[src/rtl/param_shift_register.sv]
// rtl/param_shift_register.sv - WIDTH-bit shift/rotate register stepped by a DIV-cycle prescaler tick
// Optional input synchronizers and load edge-detect: define PARAM_SHIFT_REG_SYNC_IN_EN.
module param_shift_register #(
  parameter int              WIDTH = 8,
  parameter int              DIV   = 8388608,
  parameter logic [WIDTH-1:0] INIT = {WIDTH{1'b1}}
) (
  input  logic             clock,
  input  logic             reset,
  input  logic [1:0]       mode,
  input  logic             serial_in,
  input  logic             load,
  input  logic [WIDTH-1:0] load_data,
  input  logic             freeze,
  output logic [WIDTH-1:0] data,
  output logic             serial_out,
  output logic             tick,
  output logic             all_ones,
  output logic             all_zeros
);

  localparam int             CW       = (DIV > 1) ? $clog2(DIV) : 1;
  localparam logic [CW-1:0]  CNT_LAST = CW'(DIV - 1);

  logic serial_in_eff;
  logic load_eff;

`ifdef PARAM_SHIFT_REG_SYNC_IN_EN
  logic [1:0] sin_sync_q, sin_sync_d;
  // Third load flop only remembers the previous synchronized level for edge detection.
  logic [2:0] load_sync_q, load_sync_d;

  always_comb begin
    sin_sync_d  = {sin_sync_q[0], serial_in};
    load_sync_d = {load_sync_q[1:0], load};
  end

  always_ff @(posedge clock) begin
    if (!reset) begin
      sin_sync_q  <= '0;
      load_sync_q <= '0;
    end else begin
      sin_sync_q  <= sin_sync_d;
      load_sync_q <= load_sync_d;
    end
  end

  assign serial_in_eff = sin_sync_q[1];
  assign load_eff      = load_sync_q[1] & ~load_sync_q[2];
`else
  assign serial_in_eff = serial_in;
  assign load_eff      = load;
`endif

  logic [CW-1:0]    cnt_q, cnt_d;
  logic [WIDTH-1:0] data_q, data_d;
  logic             sout_q, sout_d;
  logic             cnt_wrap;

  assign cnt_wrap = (cnt_q == CNT_LAST);
  assign tick     = cnt_wrap && !freeze && !load_eff;

  always_comb begin
    cnt_d  = cnt_q;
    data_d = data_q;
    sout_d = sout_q;
    if (load_eff) begin
      data_d = load_data;
      cnt_d  = '0;
    end else if (!freeze) begin
      cnt_d = cnt_wrap ? '0 : cnt_q + CW'(1);
      if (tick) begin
        case (mode)
          2'b00: begin
            data_d = {serial_in_eff, data_q[WIDTH-1:1]};
            sout_d = data_q[0];
          end
          2'b01: begin
            data_d = {data_q[WIDTH-2:0], serial_in_eff};
            sout_d = data_q[WIDTH-1];
          end
          2'b10: begin
            data_d = {data_q[0], data_q[WIDTH-1:1]};
            sout_d = data_q[0];
          end
          default: begin
            data_d = {data_q[WIDTH-2:0], data_q[WIDTH-1]};
            sout_d = data_q[WIDTH-1];
          end
        endcase
      end
    end
  end

  always_ff @(posedge clock) begin
    if (!reset) begin
      cnt_q  <= '0;
      data_q <= INIT;
      sout_q <= 1'b0;
    end else begin
      cnt_q  <= cnt_d;
      data_q <= data_d;
      sout_q <= sout_d;
    end
  end

  assign data       = data_q;
  assign serial_out = sout_q;
  assign all_ones   = &data_q;
  assign all_zeros  = ~|data_q;

endmodule
[config.mk]
export PLATFORM = sky130hd
export DESIGN_NAME = param_shift_register
export DESIGN_NICKNAME = d
export VERILOG_FILES = /design/src/rtl/param_shift_register.sv
export SDC_FILE = /design/constraint.sdc
export NUM_CORES = 1
export LEC_CHECK = 0
export CAP_MARGIN = 20
export CELL_PAD_IN_SITES_DETAIL_PLACEMENT = 0
export CELL_PAD_IN_SITES_GLOBAL_PLACEMENT = 1
export CORE_MARGIN = 1.5
export CORE_UTILIZATION = 39
export CTS_CLUSTER_SIZE = 25
export DETAILED_ROUTE_END_ITERATION = 16
export PLACE_DENSITY_LB_ADDON = 0.1
export SLEW_MARGIN = 30
export SYNTH_ARGS = -nofsm -noshare
export SYNTH_HDL_FRONTEND = slang
export SYNTH_SLANG_ARGS = --single-unit
[constraint.sdc]
create_clock -name clock -period 2.1 [get_ports clock]
set_clock_uncertainty 0.05 [all_clocks]
set_input_delay 0.42 -clock clock [delete_from_list [all_inputs] [get_ports clock]]
set_output_delay 0.42 -clock clock [all_outputs]
set_load 0.05 [all_outputs]
# ---- After elaboration in Yosys (flattened, before gate mapping)
# Cells that the tools add are included.
dict set report totals {
  inputBits 15
  reg_bits 32
  output_inout_bits 12
}
dict set report op_classes {
  addsub 1
  bitwise_logic 3
  reduce_logical 13
  eq_ne 4
  n_mux 6
}
# operator count
set op_table {}
lappend op_table {{two-way mux 8 bit} 3}
lappend op_table {{one-hot mux 8 bit (3 select lines)} 1}
lappend op_table {{adder 23 x 1 -> 23 bit, second input constant} 1}
lappend op_table {{equality test 23 bit, second input constant} 1}
lappend op_table {{two-way mux 23 bit} 1}
lappend op_table {{AND reduction 8 bit} 1}
lappend op_table {{OR reduction 8 bit} 1}
lappend op_table {{OR reduction 2 bit} 2}
lappend op_table {{zero test 1 bit} 3}
lappend op_table {{inverter 1 bit} 3}
lappend op_table {{AND reduction 3 bit} 1}
lappend op_table {{equality test 2 x 1 -> 1 bit, second input constant} 1}
lappend op_table {{equality test 2 bit, second input constant} 1}
lappend op_table {{logical AND 1 bit} 2}
lappend op_table {{zero test 2 bit} 1}
lappend op_table {{inequality test 2 bit, second input constant} 1}
lappend op_table {{AND reduction 2 bit} 1}
lappend op_table {{nonzero test 2 bit} 1}
lappend op_table {{two-way mux 1 bit} 1}

# ---- Longest topological paths before layout
# Gate-level depths: netlist (run 1).
dict set report depth {
  depth_word 6
  depth_mapped 7
  ltp_nobuf 5
}

# ---- Worst setup path before layout (run 1)
# Ideal clock, no wire load.
dict set report synth_timing {
  path_type {flip-flop to output port}
  start {reg cnt_q[0]}
  end {out tick}
  stages_incl_launch_ff 6
  required_ns 1.630
  setup_slack_ns -0.930
  t_arrival_ns 2.560
  path_cell_list {dfxtp_1 ha_1 and2b_1 nand4_1 clkbuf_1 nor4_1}
}
dict set report synth_via {
  elab_chain_cells 3
}
# element line
set synth_lines {}
lappend synth_lines {{from (decl)} 55} ;# logic [CW-1:0] cnt_q, cnt_d;
lappend synth_lines {{from (signal assigned)} 101} ;# cnt_q <= cnt_d;
lappend synth_lines {{equality test 23 bit} 60} ;# assign cnt_wrap = (cnt_q == CNT_LAST);
lappend synth_lines {{logical AND 1 bit (2 in series)} 61} ;# assign tick = cnt_wrap && !freeze && !load_eff;
lappend synth_lines {{to (decl)} 17} ;# output logic tick,
# No other way between the ends.

# ---- Final worst setup path (run 1)
dict set report layout_timing {
  start {reg cnt_q[10]}
  end {out tick}
}
# The elaborated chain is that of the path after synthesis.

==> run_results.csv, run 1 <==
group,metric,value,unit
yosys,yosys.area.top_type,"dfxtp_1",
outcome,status,"complete, no violations",
critical_path,cp.buffers_inverters,1,
yosys,synth-xor-area-share,6.08,%
power_and_ir_drop,p_sw_share,26.1,%
yosys,netlist-cell-type-count,40,
drt,drc,0,
yosys,synth.area.top_cells,"dfxtp_1 (37%), nand2_1 (5.4%), mux2i_1 (4.6%)",
flow_run,maxCapViolCount,0,
power_and_ir_drop,combinationalPowerShare,14.4,%
timing,setup_viol,0,
finish,final-instance-count-excl-fill,306,
global_routing,met2_usage,34.9,%
finish,syn2layout_area_growth,35.2,%
yosys,synthArstFlopShare,0,%
drt,first_pass_iters,6,
clock_tree,clock_path_buffers,2,
clock_tree,clock-sinks,32,
yosys,synth_flop_cell,"dfxtp_1",
drt,viasPerCell,5.54,
drt,wirelength,4430,µm
power_and_ir_drop,power,1.25,mW
yosys,synth.most_common_cell,"dfxtp_1",
timing,finalCritPeriodShare,96.9,%
yosys,ys_warn_count,0,
drt,first_iter_violations,90,
yosys,synth_top_family_by_area,"simple AND/OR/NAND/NOR gates",
timing,hold_viol_final,0,
critical_path,worstPathRequired,1.63,ns
timing,fin_crit,2.03,ns
yosys,synth_compound_area_share,14.0,%
yosys,synth_mux_area_share,5.29,%
floorplan,rows,24,
timing,slew_viol_final,0,
timing,whs,0.417,ns
worst_hold_path,hp-class,"reg -> reg",
yosys,synth_fa_ha_area_share,0.724,%
yosys,synth-seq-area-share,37.1,%
clock_tree,cts_max_level,2,
critical_path,crit_type,"reg -> out",
floorplan,die-area,4840,µm²
global_routing,use_met3,3.63,%
finish,drive_above_1_share,21.7,%
global_routing,grt_pass1_vias,1738,
global_routing,grtUsageTotal,19.4,%
yosys,synth_top_area_share,37.1,%
clock_tree,holdBufCountCts,0,
global_routing,grt_max_degree,14,
global_routing,grt_overflow_total,0,
clock_tree,clk_pin_slew_worst_paths,0.06,ns
clock_tree,numCtsBuffers,5,
yosys,synth-edff-count,0,
finish,nFillCells,428,
global_routing,antenna_found_initial,0,
floorplan,start_util,40.2,%
placed_design,place.gp.congestion,0.844,
finish,diodes,0,
clock_tree,cts_root_buf,"clkbuf_8",
yosys,synth_common_cells,"dfxtp_1 (32), nand2_1 (25), nor2_1 (17)",
power_and_ir_drop,max-vdd-ir-drop,0.274,mV
power_and_ir_drop,power_density,535,nW/µm²
timing,fmax,491,MHz
power_and_ir_drop,pwr-share-seq,50.9,%
placed_design,pre_cts_slack,-0.127,ns
critical_path,cp-end-kind,"output pin",
drt,wire_per_inst,14.5,µm
yosys,postSynthAreaPerCell,8.39,µm²
critical_path,cp_slowest_stage_delay,0.36,ns
placed_design,dp_hpwl,3210,µm
yosys,syn_inst,206,
critical_path,cpLargestDelayFamily,"simple AND/OR/NAND/NOR gates",
critical_path,critPathSlowestCell,"dfxtp_1",
placed_design,dp_cells,295,
timing,tightestPinTransition,0.499,ns
yosys,yosys.area_share.simple,32.2,%
floorplan,core_area,4290,µm²
drt,ant_nets,0,
critical_path,critPathMaxFanout,5,
global_routing,globalRouteMet1Util,23.0,%
floorplan,die_y,69.6,µm
power_and_ir_drop,power_frac_clock,34.8,%
global_routing,grt_pass1_wl,7670,µm
timing,relSlewSlack,66.6,%
critical_path,start_kind,"flip-flop",
critical_path,crit_arrival,1.56,ns
drt,vias,1696,
timing,fin_ws,0.0653,ns
critical_path,crit_chain,"and4_4, nand2_2, nor4_4, buf_12",
yosys,synth_seq_cells,32,
power_and_ir_drop,intPower,0.924,mW
yosys,syn_area,1730,µm²
power_and_ir_drop,p_leak,0.853,nW
global_routing,gr-max-usage-layer,"met2",
floorplan,ioPinCount,27,
placed_design,portBuffers,26,
yosys,syn_nets,222,
finish,fin_nets,270,
critical_path,reg2reg_slack,0.18,ns
clock_tree,clk_latency,0.28,ns
power_and_ir_drop,p_switching,0.325,mW
clock_tree,cts_tree,"yes",
floorplan,die_w,69.6,µm
kinds of logic (layout without fill, tap and decap cells):
kind of cell	after synthesis	in the layout
AOI/OAI and AO/OA	35	35
xor gates and xnor gates	12	12
adders and majority gates	1	1
buffers and inverters	16	64
DFF	32	32
muxes	9	9
and+or+nand+nor	101	101
per-stage QoR:
step | TNS [ns] | util [%] | area, µm²
6_report | 0 | 54.4 | 2340
5_1_grt | -0.00278 | 54.4 | 2340
3_5_place_dp | -1.03 | 51.0 | 2190
3_3_place_gp | -1.16 | 51.0 | 2190
2_1_floorplan | -0.0422 | - | 1750
4_1_cts | 0 | 53.9 | 2310
final cells by class:
class                      instances  area, µm²  share of cell area (%)
sequential                        32        649                    27.8
timing repair buffer              53        477                    20.4
clock buffer                       6       72.6                    3.11
tap                               52       65.1                    2.79
inverter                           4       15.0                   0.643
clock inverter                     1       5.00                   0.214
multi-input combinational        158       1050                    45.0
cells in the final DEF (no fill, tap or decap), types with 6 or more instances in the layout:
master            n
buf_4            30
dfxtp_1          27
nand2_1          24
clkdlybuf4s50_1  19
nor2_1           16
a21oi_1          12
nand3_1           9
nand4_1           8
nor4_1            8
mux2i_1           8
o21ai_0           7
xor2_1            7
or3_1             6
a311o_1           6
repair_timing:
item,in CTS,in global routing
setup endpoints to repair,1,3
setup buffers,3,1
pin swaps,1,2
endpoints found under the hold margin,0,0
resized for setup,10,6
routing by layer:
layer / vias to the layer above / wire (µm)
met4: 0 / 43
li1: 854 / -
met2: 32 / 2240
met3: 5 / 147
met1: 805 / 1990
met5: - / 0
worst register-to-register path, stage by stage (launching register included):
cell     delay [ns]
dfxtp_2        0.36
ha_4           0.14
and2b_1        0.14
nand4_1        0.17
buf_4          0.18
buf_4          0.12
or2_4          0.28
a311o_1        0.36
state kept, by name (all words and copies together) (netlist names):
| signal | cells |
|---|---|
| cnt_q | 23 |
| data | 8 |
| serial_out | 1 |
power groups by stage:
stage	sequential [mW]	combinational, mW	clock [mW]
floorplan	0.681	0.0645	0
global placement	0.649	0.177	0
detailed placement	0.649	0.178	0
CTS	0.636	0.181	0.453
global route	0.637	0.192	0.483
finish	0.636	0.179	0.434
worst paths after layout:
| kind | from | endpoint | depth (start not counted) |
|---|---|---|---|
| worst max-delay path | cnt_q[10]$_SDFFE_PP0N_ | tick | 4 |
| worst min-delay path | serial_out$_SDFFE_PN0P_ | serial_out$_SDFFE_PN0P_ | 2 |
| worst max register to register | cnt_q[0]$_SDFFE_PP0N_ | data[5]$_SDFFE_PN1P_ | 7 |
| worst min register to register | serial_out$_SDFFE_PN0P_ | serial_out$_SDFFE_PN0P_ | 2 |
Note: power is estimated with default switching activity, not from simulation.
==> run 2: changes to the inputs <==
Settings changed: CTS_CLUSTER_SIZE 25 to 10.
==> results of run 2 <==
No change in the layout: final DEF, timing and power equal those of run 1.
